`config.mk`:
```
export PLATFORM = sky130hd
export DESIGN_NAME = dbus_arbiter_flat
export DESIGN_NICKNAME = d
export VERILOG_FILES = /design/src/rtl/dbus_arbiter_if.sv /design/src/rtl/dbus_arbiter.sv /design/src/flat_wrapper.sv
export SDC_FILE = /design/constraint.sdc
export NUM_CORES = 1
export LEC_CHECK = 0
export BUFFER_PORTS_ARGS = -buffer_cell sky130_fd_sc_hd__buf_2
export CORE_AREA = 5 5 120 122
export CTS_CLUSTER_SIZE = 40
export DETAILED_ROUTE_END_ITERATION = 16
export DIE_AREA = 0 0 125 127
export GPL_ROUTABILITY_DRIVEN = 1
export SLEW_MARGIN = 30
export SYNTH_ARGS = -nofsm -noshare
export SYNTH_HDL_FRONTEND = slang
export SYNTH_SLANG_ARGS = --single-unit
```
`constraint.sdc`:
```
create_clock -name CLK -period 1.6 [get_ports CLK]
set_input_delay 0 -clock CLK [delete_from_list [all_inputs] [get_ports CLK]]
set_output_delay 0 -clock CLK [all_outputs]
set_load 0.01 [all_outputs]
```
`src/rtl/dbus_arbiter_if.sv`:
```
// Generic data-bus port bundle shared by the requesters and the downstream side of dbus_arbiter.
// A master drives the request fields; a slave answers with read data, busy and error.
interface dbus_arbiter_if;
    logic        ren;
    logic        wen;
    logic [31:0] addr;
    logic [31:0] wdata;
    logic [3:0]  byte_en;
    logic [31:0] rdata;
    logic        busy;
    logic        error;

    modport master (output ren, wen, addr, wdata, byte_en, input  rdata, busy, error);
    modport slave  (input  ren, wen, addr, wdata, byte_en, output rdata, busy, error);
endinterface

```
`src/rtl/dbus_arbiter.sv`:
```
// Two-master data-bus arbiter: memory stage (m0) and secondary requester (m1) share one downstream port.
// Define DBUS_ARB_RR_EN for round-robin fairness; otherwise port 0 has fixed priority on ties.
module dbus_arbiter (
    input  logic                  CLK,
    input  logic                  RST,
    dbus_arbiter_if.slave         m0,
    dbus_arbiter_if.slave         m1,
    dbus_arbiter_if.master        s,
    output logic [1:0]            grant
);
    typedef enum logic [1:0] {
        IDLE = 2'd0,
        OWN0 = 2'd1,
        OWN1 = 2'd2
    } state_e;

    state_e state_q, state_d, out_state_s;
    logic   prio_q, prio_d;
    logic   m0_req_s, m1_req_s;

    assign m0_req_s = m0.ren | m0.wen;
    assign m1_req_s = m1.ren | m1.wen;

    // Next owner and priority pointer; a dropped request releases the bus without touching prio.
    always_comb begin
        state_d = state_q;
`ifdef DBUS_ARB_RR_EN
        prio_d  = prio_q;
`else
        prio_d  = 1'b0;
`endif
        case (state_q)
            IDLE: begin
                if (m0_req_s && m1_req_s) begin
                    state_d = prio_q ? OWN1 : OWN0;
                end else if (m0_req_s) begin
                    state_d = OWN0;
                end else if (m1_req_s) begin
                    state_d = OWN1;
                end else begin
                    state_d = IDLE;
                end
            end
            OWN0: begin
                if (!m0_req_s) begin
                    state_d = IDLE;
                end else if (!s.busy) begin
                    state_d = IDLE;
`ifdef DBUS_ARB_RR_EN
                    prio_d  = 1'b1;
`endif
                end else begin
                    state_d = OWN0;
                end
            end
            OWN1: begin
                if (!m1_req_s) begin
                    state_d = IDLE;
                end else if (!s.busy) begin
                    state_d = IDLE;
`ifdef DBUS_ARB_RR_EN
                    prio_d  = 1'b0;
`endif
                end else begin
                    state_d = OWN1;
                end
            end
            default: begin
                state_d = IDLE;
            end
        endcase
    end

    // Owner and priority registers.
    always_ff @(posedge CLK) begin
        if (RST) begin
            state_q <= IDLE;
            prio_q  <= 1'b0;
        end else begin
            state_q <= state_d;
            prio_q  <= prio_d;
        end
    end

    // Bus steering; reset presents the idle view so the downstream request drops immediately.
    always_comb begin
        out_state_s = RST ? IDLE : state_q;
        s.ren       = 1'b0;
        s.wen       = 1'b0;
        s.addr      = 32'h0000_0000;
        s.wdata     = 32'h0000_0000;
        s.byte_en   = 4'h0;
        m0.rdata    = 32'h0000_0000;
        m0.error    = 1'b0;
        m0.busy     = m0_req_s;
        m1.rdata    = 32'h0000_0000;
        m1.error    = 1'b0;
        m1.busy     = m1_req_s;
        grant       = 2'b00;
        case (out_state_s)
            OWN0: begin
                s.ren     = m0.ren;
                s.wen     = m0.wen;
                s.addr    = m0.addr;
                s.wdata   = m0.wdata;
                s.byte_en = m0.byte_en;
                m0.rdata  = s.rdata;
                m0.error  = s.error;
                m0.busy   = s.busy;
                m1.busy   = 1'b1;
                grant     = 2'b01;
            end
            OWN1: begin
                s.ren     = m1.ren;
                s.wen     = m1.wen;
                s.addr    = m1.addr;
                s.wdata   = m1.wdata;
                s.byte_en = m1.byte_en;
                m1.rdata  = s.rdata;
                m1.error  = s.error;
                m1.busy   = s.busy;
                m0.busy   = 1'b1;
                grant     = 2'b10;
            end
            default: begin
                grant     = 2'b00;
            end
        endcase
    end
endmodule

```
`src/flat_wrapper.sv`:
```
// flat-port wrapper written by rule: the top's interface ports become plain ports
module dbus_arbiter_flat 
  (CLK, RST, grant, m0_ren, m0_wen, m0_addr, m0_wdata, m0_byte_en, m0_rdata, m0_busy, m0_error, m1_ren, m1_wen, m1_addr, m1_wdata, m1_byte_en, m1_rdata, m1_busy, m1_error, s_ren, s_wen, s_addr, s_wdata, s_byte_en, s_rdata, s_busy, s_error);
  dbus_arbiter_if m0_i ();
  dbus_arbiter_if m1_i ();
  dbus_arbiter_if s_i ();
  input  logic CLK;
  input  logic RST;
  output logic [1:0] grant;
  input wire logic [$bits(m0_i.ren)-1:0] m0_ren;
  input wire logic [$bits(m0_i.wen)-1:0] m0_wen;
  input wire logic [$bits(m0_i.addr)-1:0] m0_addr;
  input wire logic [$bits(m0_i.wdata)-1:0] m0_wdata;
  input wire logic [$bits(m0_i.byte_en)-1:0] m0_byte_en;
  output wire logic [$bits(m0_i.rdata)-1:0] m0_rdata;
  output wire logic [$bits(m0_i.busy)-1:0] m0_busy;
  output wire logic [$bits(m0_i.error)-1:0] m0_error;
  input wire logic [$bits(m1_i.ren)-1:0] m1_ren;
  input wire logic [$bits(m1_i.wen)-1:0] m1_wen;
  input wire logic [$bits(m1_i.addr)-1:0] m1_addr;
  input wire logic [$bits(m1_i.wdata)-1:0] m1_wdata;
  input wire logic [$bits(m1_i.byte_en)-1:0] m1_byte_en;
  output wire logic [$bits(m1_i.rdata)-1:0] m1_rdata;
  output wire logic [$bits(m1_i.busy)-1:0] m1_busy;
  output wire logic [$bits(m1_i.error)-1:0] m1_error;
  output wire logic [$bits(s_i.ren)-1:0] s_ren;
  output wire logic [$bits(s_i.wen)-1:0] s_wen;
  output wire logic [$bits(s_i.addr)-1:0] s_addr;
  output wire logic [$bits(s_i.wdata)-1:0] s_wdata;
  output wire logic [$bits(s_i.byte_en)-1:0] s_byte_en;
  input wire logic [$bits(s_i.rdata)-1:0] s_rdata;
  input wire logic [$bits(s_i.busy)-1:0] s_busy;
  input wire logic [$bits(s_i.error)-1:0] s_error;
  assign m0_i.ren = m0_ren;
  assign m0_i.wen = m0_wen;
  assign m0_i.addr = m0_addr;
  assign m0_i.wdata = m0_wdata;
  assign m0_i.byte_en = m0_byte_en;
  assign m0_rdata = m0_i.rdata;
  assign m0_busy = m0_i.busy;
  assign m0_error = m0_i.error;
  assign m1_i.ren = m1_ren;
  assign m1_i.wen = m1_wen;
  assign m1_i.addr = m1_addr;
  assign m1_i.wdata = m1_wdata;
  assign m1_i.byte_en = m1_byte_en;
  assign m1_rdata = m1_i.rdata;
  assign m1_busy = m1_i.busy;
  assign m1_error = m1_i.error;
  assign s_ren = s_i.ren;
  assign s_wen = s_i.wen;
  assign s_addr = s_i.addr;
  assign s_wdata = s_i.wdata;
  assign s_byte_en = s_i.byte_en;
  assign s_i.rdata = s_rdata;
  assign s_i.busy = s_busy;
  assign s_i.error = s_error;
  dbus_arbiter u_core (.CLK(CLK), .RST(RST), .m0(m0_i), .m1(m1_i), .s(s_i), .grant(grant));
endmodule
```
==> key figures, run 1 <==
Outcome
  – Status: finished, violations left
  – Failing checks: negative setup slack

Synthesis
  – Post-Synth Simple-Gate Area: around two fifths
  – Warnings, synthesis: 0
  – Sequential share of the synthesized area: 2.33%
  – Synth top area cells: and2_1, a22oi_2, a22oi_1
  – Post-synthesis adder-cell area fraction: 2.91%
  – Main combinational cell family by area after synthesis: compound AO/OA/AOI/OAI gates
  – Compound-cell area share of the yosys netlist: approximately 42%
  – Top cell type's share of synthesized area: between 20% and 30%
  – Netlist Area Pre-Place: approximately 1700 µm²
  – Synth Instances: 258
  – Avg Synthesized Cell Area: around 6.7 µm²
  – Post-Syn Nets: about 440
  – Synth Area in XOR/XNOR: 0%
  – Yosys reg bits: 2
  – Yosys top cell by area: and2_1
  – Mux share of post-synthesis cell area: 0%
  – Netlist cell types: 18

Final layout
  – Biggest registers after layout: u_core.state_q: 2 flops
  – Layout area overhead: 138%
  – ANT cells: 0
  – Largest register FFs: 2
  – Commonest non-fill, non-tap cells in the layout: buf_2, nor2_1, and2_1, a22oi_2, a22oi_1
  – Largest Register: u_core.state_q
  – Fillers: about 1400
  – Share of cells above drive strength 1: approximately 72%
  – Most common cell after layout, fill and taps aside: buf_2
  – Post-Layout Cell Count: between 700 and 800
  – Final net count: 761

Worst hold path
  – Hold path start: RST
  – Min-Delay Path Class: primary input to flip-flop

Clocking
  – CTS tree: done
  – Clk_lat worst skew: ~220 ps
  – Max Buffers Root-to-Sink: 2
  – Num CTS Buffers: 3
  – Root buf cell: clkbuf_16
  – Clk sinks: 2
  – Cts hold-fix bufs: 0
  – CTS H-Tree Depth: 1
  – CTS clk-pin slew, worst paths: approximately 30 ps

GRT
  – Largest net degree at the start of global routing: 50
  – First-pass GRT wire length: around 15 mm
  – Gr ovfl total: 0
  – GRT Overall Usage: between 10% and 20%
  – Initial antenna violation count: 0
  – Vias in the first global route: between 3000 and 4000

Power
  – Pwr/cell area: slightly above 300 nW/µm²
  – P_leak: around 0.0022 µW
  – Clock power frac: just under 30%
  – Switch Pwr: 458 µW
  – Gate power share: around 66%
  – Internal power: approximately 810 µW
  – Reg power frac: 4.5%
  – Pwr Total: 1270 µW
  – Peak VDD IR: around 390 µV
  – Net Sw Frac: a little over a third

Placement
  – Placed insts: 732
  – I/O Buffers: between 300 and 400
  – GPL Wtd Cong: approximately 0.86
  – DP HPWL: around 8.4 mm

Worst setup path
  – Critical Path AT: between 1500 and 2000 ps
  – Worst Setup SP: u_core.state_q[0]$_SDFF_PP0_
  – Worst setup SP type: flip-flop
  – Crit Path Category: flip-flop to output port
  – CP required: 1600 ps
  – Critical Path End Type: output port
  – R2R Path Start: u_core.state_q[0]$_SDFF_PP0_
  – Crit Path Max Fanout: 13

Timing
  – Setup-failing EPs final: 7
  – Min Hold Slack: roughly 26 ps
  – Clock Skew: roughly 0.80 ps
  – Hold Fails Final Rpt: 0
  – RSZ-0062 raised after global routing: true
  – Fmax: approximately 620 MHz
  – Total negative slack: -23.8 ps
  – Final worst path period share: 101%
  – Worst setup margin: -8.08 ps
  – Max-slew violation count: 0
  – Max_slew headroom: a little over four fifths
  – Tmin final: around 1600 ps
  – Slew @ Worst Pin: roughly 240 ps

Detailed routing
  – DR iter-0 viols: 91
  – 1st-pass router iterations: 4
  – Via count: approximately 3200
  – Drc violations: 0
  – Post-route ant nets: 0
  – WL/cell: around 15 µm
  – Wirelength, routed: 11.5 mm
  – Vias/cell: between 4 and 5

Floorplan
  – Starting Density: between 10% and 20%
  – Core area: 13100 µm²
  – Die Width: 125 µm
  – I/O pin count: approximately 320
  – Number of core rows: between 40 and 50
  – Die Y-Extent: between 100 and 150 µm
  – Die area: 15900 µm²

Run
  – Max_cap viols: 0
-- per-stage QoR --
| stage | util, % | area (µm²) | setup slack (ps) |
|---|---|---|---|
| after floorplan | - | 1720 | 240 |
| after global placement | 26.9 | 3530 | 114 |
| after detailed placement | 26.9 | 3530 | 116 |
| after CTS | 29.5 | 3850 | -29.8 |
| after global routing | 31.3 | 4100 | -91.1 |
| final | 31.3 | 4100 | -8.08 |
-- worst paths after layout --
path                                  endpoint  cells past startpoint  slack, ps
setup / recovery                   s_wdata[29]                      8         -8
hold / removal    u_core.state_q[0]$_SDFF_PP0_                      2         30
setup reg to reg  u_core.state_q[1]$_SDFF_PP0_                      3        850
hold reg to reg   u_core.state_q[1]$_SDFF_PP0_                      2        570
-- what timing repair did --
action	CTS	global route
cloned	3	7
pin swaps	1	12
buffers inserted	7	7
endpoints found under the setup margin	60	94
gates resized for setup	27	25
-- final cells by class --
cell class	instances	area, µm²	share of cell area, %
Inverter	2	7.51	0.183
Sequential cell	2	42.5	1.04
Tap cell	176	220	5.38
Timing Repair Buffer	348	2080	50.7
Multi-Input combinational cell	224	1670	40.9
Clock buffer	3	75.1	1.83
-- power groups by stage --
stage	Sequential (µW)	Combinational, µW	Clock (µW)
finish	56.9	834	374
detailed placement	56.3	684	0
floorplan	55.9	292	0
global placement	56.1	683	0
CTS	56.5	742	377
global route	57.6	907	386
-- worst max-delay path: stages, from the launching register on --
cell,delay (ps)
dfxtp_2,310
nor2b_4,160
inv_2,60
ha_4,190
buf_4,150
buf_12,140
a22oi_1,170
nor2_1,60
buf_2,140
-- cells in the mapped netlist --
cell	count
nand2b_1	2
a22oi_2	30
o21ai_0	4
a21oi_1	2
o21bai_1	1
nor3_1	1
and2_1	66
nor2b_1	2
a22oi_1	40
buf_2	8
nor2_1	71
buf_6	6
clkbuf_1	11
dfxtp_1	2
ha_1	4
inv_1	2
o2111a_1	1
buf_4	5
-- cell families (layout without fill, tap and decap cells) --
group / count (synthesis) / in the layout
compound gates: 78 / 78
fa+ha+maj: 4 / 4
buf+inv: 32 / 353
flops: 2 / 2
simple gates: 142 / 142
-- routing by layer --
| metal | wire length, µm | part of all wire [%] | track usage [%] |
|---|---|---|---|
| met5 | 0 | 0 | 0 |
| met2 | 6130 | 53 | 21.4 |
| met4 | 222 | 1.9 | 2.36 |
| met1 | 4190 | 36 | 13.1 |
| met3 | 987 | 8.6 | 2.84 |
(Power assumes the default switching activity.)
==> inputs of run 2 (changes only) <==
--- a/config.mk
+++ b/config.mk
@@ -5,7 +5,7 @@
 export SDC_FILE = /design/constraint.sdc
 export NUM_CORES = 1
 export LEC_CHECK = 0
-export BUFFER_PORTS_ARGS = -buffer_cell sky130_fd_sc_hd__buf_2
+export BUFFER_PORTS_ARGS = -buffer_cell sky130_fd_sc_hd__buf_4
 export CORE_AREA = 5 5 120 122
 export CTS_CLUSTER_SIZE = 40
 export DETAILED_ROUTE_END_ITERATION = 16
==> key figures, run 2 (synthesis results as in run 1) <==
Outcome
  – Status: finished, violations left
  – Failing checks: negative setup slack

Placement
  – Setup WS pre-CTS: 60.4 ps (-55.8 ps)
  – Area after DPL: 4320 µm² (+23%)
  – DP HPWL: 9.50 mm (+14%)
  – Placed insts: 735 (+0.41%)
  – I/O Buffers: 315 (unchanged)
  – GPL Wtd Cong: 0.858 (-0.24%)

Clocking
  – Num CTS Buffers: 3 (unchanged)
  – Root buf cell: clkbuf_16
  – CTS tree: done
  – CTS H-Tree Depth: 1 (unchanged)
  – Max Buffers Root-to-Sink: 2 (unchanged)
  – CTS clk-pin slew, worst paths: 30 ps (about the same)
  – Clk_lat worst skew: 220 ps (about the same)
  – Clk sinks: 2 (unchanged)

Power
  – Pwr/cell area: 291 nW/µm² (-6.0%)
  – P_leak: 0.00237 µW (+8.4%)
  – Pwr Total: 1460 µW (+15%)
  – Peak VDD IR: 374 µV (-3.9%)

Run
  – Max_cap viols: 0 (unchanged)

Worst setup path
  – Critical Path AT: 1670 ps (+60 ps)
  – Crit Path Category: flip-flop to output port
  – CP max stage cell: dfxtp_2
  – Worst setup SP type: flip-flop
  – CP cell instances: nor2b_4, inv_2, ha_4, buf_12, clkbuf_16, a22oi_2, nor2_1, buf_4
  – CP required: 1600 ps (about the same)
  – Slowest Stage Delay on Critical Path: 320 ps (about the same)
  – Crit Path Max Fanout: 7 (-6)
  – Critical Path End Type: output port

Floorplan
  – Number of core rows: 42 (unchanged)
  – Die Y-Extent: 127 µm (unchanged)
  – Die Width: 125 µm (unchanged)
  – Die area: 15900 µm² (unchanged)
  – Starting Density: 13.1% (unchanged)
  – Core area: 13100 µm² (unchanged)
  – I/O pin count: 316 (unchanged)

Final layout
  – Final net count: 764 (+0.39%)
  – Largest register FFs: 2 (unchanged)
  – Design area: 5010 µm² (+22%)
  – Post-Layout Cell Count: 758 (+0.40%)
  – Layout area overhead: 192%
  – Fillers: 1327 (-5.5%)
  – Most common cell after layout, fill and taps aside: buf_4
  – Share of cells above drive strength 1: 73.2% (+0.83 points)
  – ANT cells: 0 (unchanged)
  – Biggest registers after layout: u_core.state_q: 2 flops
  – Commonest non-fill, non-tap cells in the layout: buf_4, nor2_1, and2_1, a22oi_2, buf_12
  – Largest Register: u_core.state_q

Timing
  – Max-slew violation count: 0 (unchanged)
  – Worst setup margin: -68.3 ps (-60.2 ps)
  – Min Hold Slack: 67.8 ps (+42.2 ps)
  – Clock Skew: 0.449 ps (-0.354 ps)
  – Max_slew headroom: 85.0% (+1.1 points)
  – Hold Fails Final Rpt: 0 (unchanged)
  – Final worst path period share: 104% (+3.8 points)
  – Tmin final: 1670 ps (+60.2 ps)
  – Setup-failing EPs final: 36 (+29)
  – RSZ-0062 raised after global routing: true
  – Fmax: 599 MHz (-3.6%)
  – Slew @ Worst Pin: 223 ps (-18.3 ps)

GRT
  – Gr ovfl total: 0 (unchanged)
  – First-pass GRT wire length: 18.2 mm (+18%)
  – GRT Overall Usage: 13.8% (+2.4 points)
  – Initial antenna violation count: 0 (unchanged)
  – Largest net degree at the start of global routing: 48 (-4.0%)
  – Vias in the first global route: 3354 (+7.4%)

Detailed routing
  – Vias/cell: 4.30 (+1.7%)
  – DR iter-0 viols: 99 (+8.8%)
  – Wirelength, routed: 12.9 mm (+12%)
  – Post-route ant nets: 0 (unchanged)
  – Drc violations: 0 (unchanged)
  – Via count: 3262 (+2.1%)
  – WL/cell: 17.0 µm (+11%)
  – 1st-pass router iterations: 4 (unchanged)

Worst hold path
  – Min-Delay Path Class: primary input to flip-flop
==> run 2: changes by cell type in the layout (fill, tap and decap cells not counted), sizes merged <==
cell	previous run	this run
buf	342	347
dlygate4sd3	0	1
bufbuf	1	0
clkbuf	8	6
==> run 2: area by class of cell <==
| class | instances | area, µm² | area share [%] |
|---|---|---|---|
| clock buffer | 3 | 75.1 | 1.50 |
| inverter | 2 | 7.51 | 0.150 |
| multi-input combinational | 224 | 1700 | 33.8 |
| tap | 176 | 220 | 4.40 |
| timing repair buffer | 351 | 2970 | 59.3 |
| sequential | 2 | 42.5 | 0.849 |
==> run 2: worst max-delay path: cells and delay by family (launching register included) <==
family,cells,cell delay [ps]
and+or+nand+nor,2,220
DFF,1,320
adders and majority gates,1,210
AOI/OAI and AO/OA,1,180
buffers and inverters,4,520
==> run 2: stage by stage <==
stage	setup TNS, ps	util [%]
6_report	-893	38.3
4_1_cts	-446	36.9
3_5_place_dp	0	33.0
5_1_grt	-4180	38.3
2_1_floorplan	0	-
3_3_place_gp	0	33.0
==> run 2: path summary, 6_finish.rpt <==
kind                                 from                      endpoint  slack [ps]  depth (start not counted)
min reg2reg  u_core.state_q[1]$_SDFF_PP0_  u_core.state_q[1]$_SDFF_PP0_         580                          2
max          u_core.state_q[0]$_SDFF_PP0_                    s_addr[17]         -70                          8
max reg2reg  u_core.state_q[1]$_SDFF_PP0_  u_core.state_q[1]$_SDFF_PP0_         830                          2
min                                m1_wen  u_core.state_q[1]$_SDFF_PP0_          70                          2
==> run 2: power breakdown <==
part           internal, µW  switching [µW]  leakage [µW]  total [µW]
Combinational           605             417       0.00231        1020
Sequential             54.5            2.68     0.0000172        57.1
Clock                   318            59.0     0.0000370         377
Total                   977             478       0.00237        1460
==> run 2: timing repair <==
action                                 in CTS  in global routing
resized for setup                          40                 31
pin swaps                                   7                 25
cloned                                      7                  3
hold buffers                                1                  0
setup endpoints to repair                  97                128
endpoints found under the hold margin       1                  0
buffers inserted                            9                  3
==> run 2: routing by layer <==
metal / track usage, % / part of all wire [%] / up-vias
li1: - / - / 1556
met1: 14.6 / 35 / 1530
met2: 27.7 / 56 / 166
met3: 3.96 / 7.9 / 10
met4: 1.59 / 1.0 / 0
met5: 0 / 0 / -
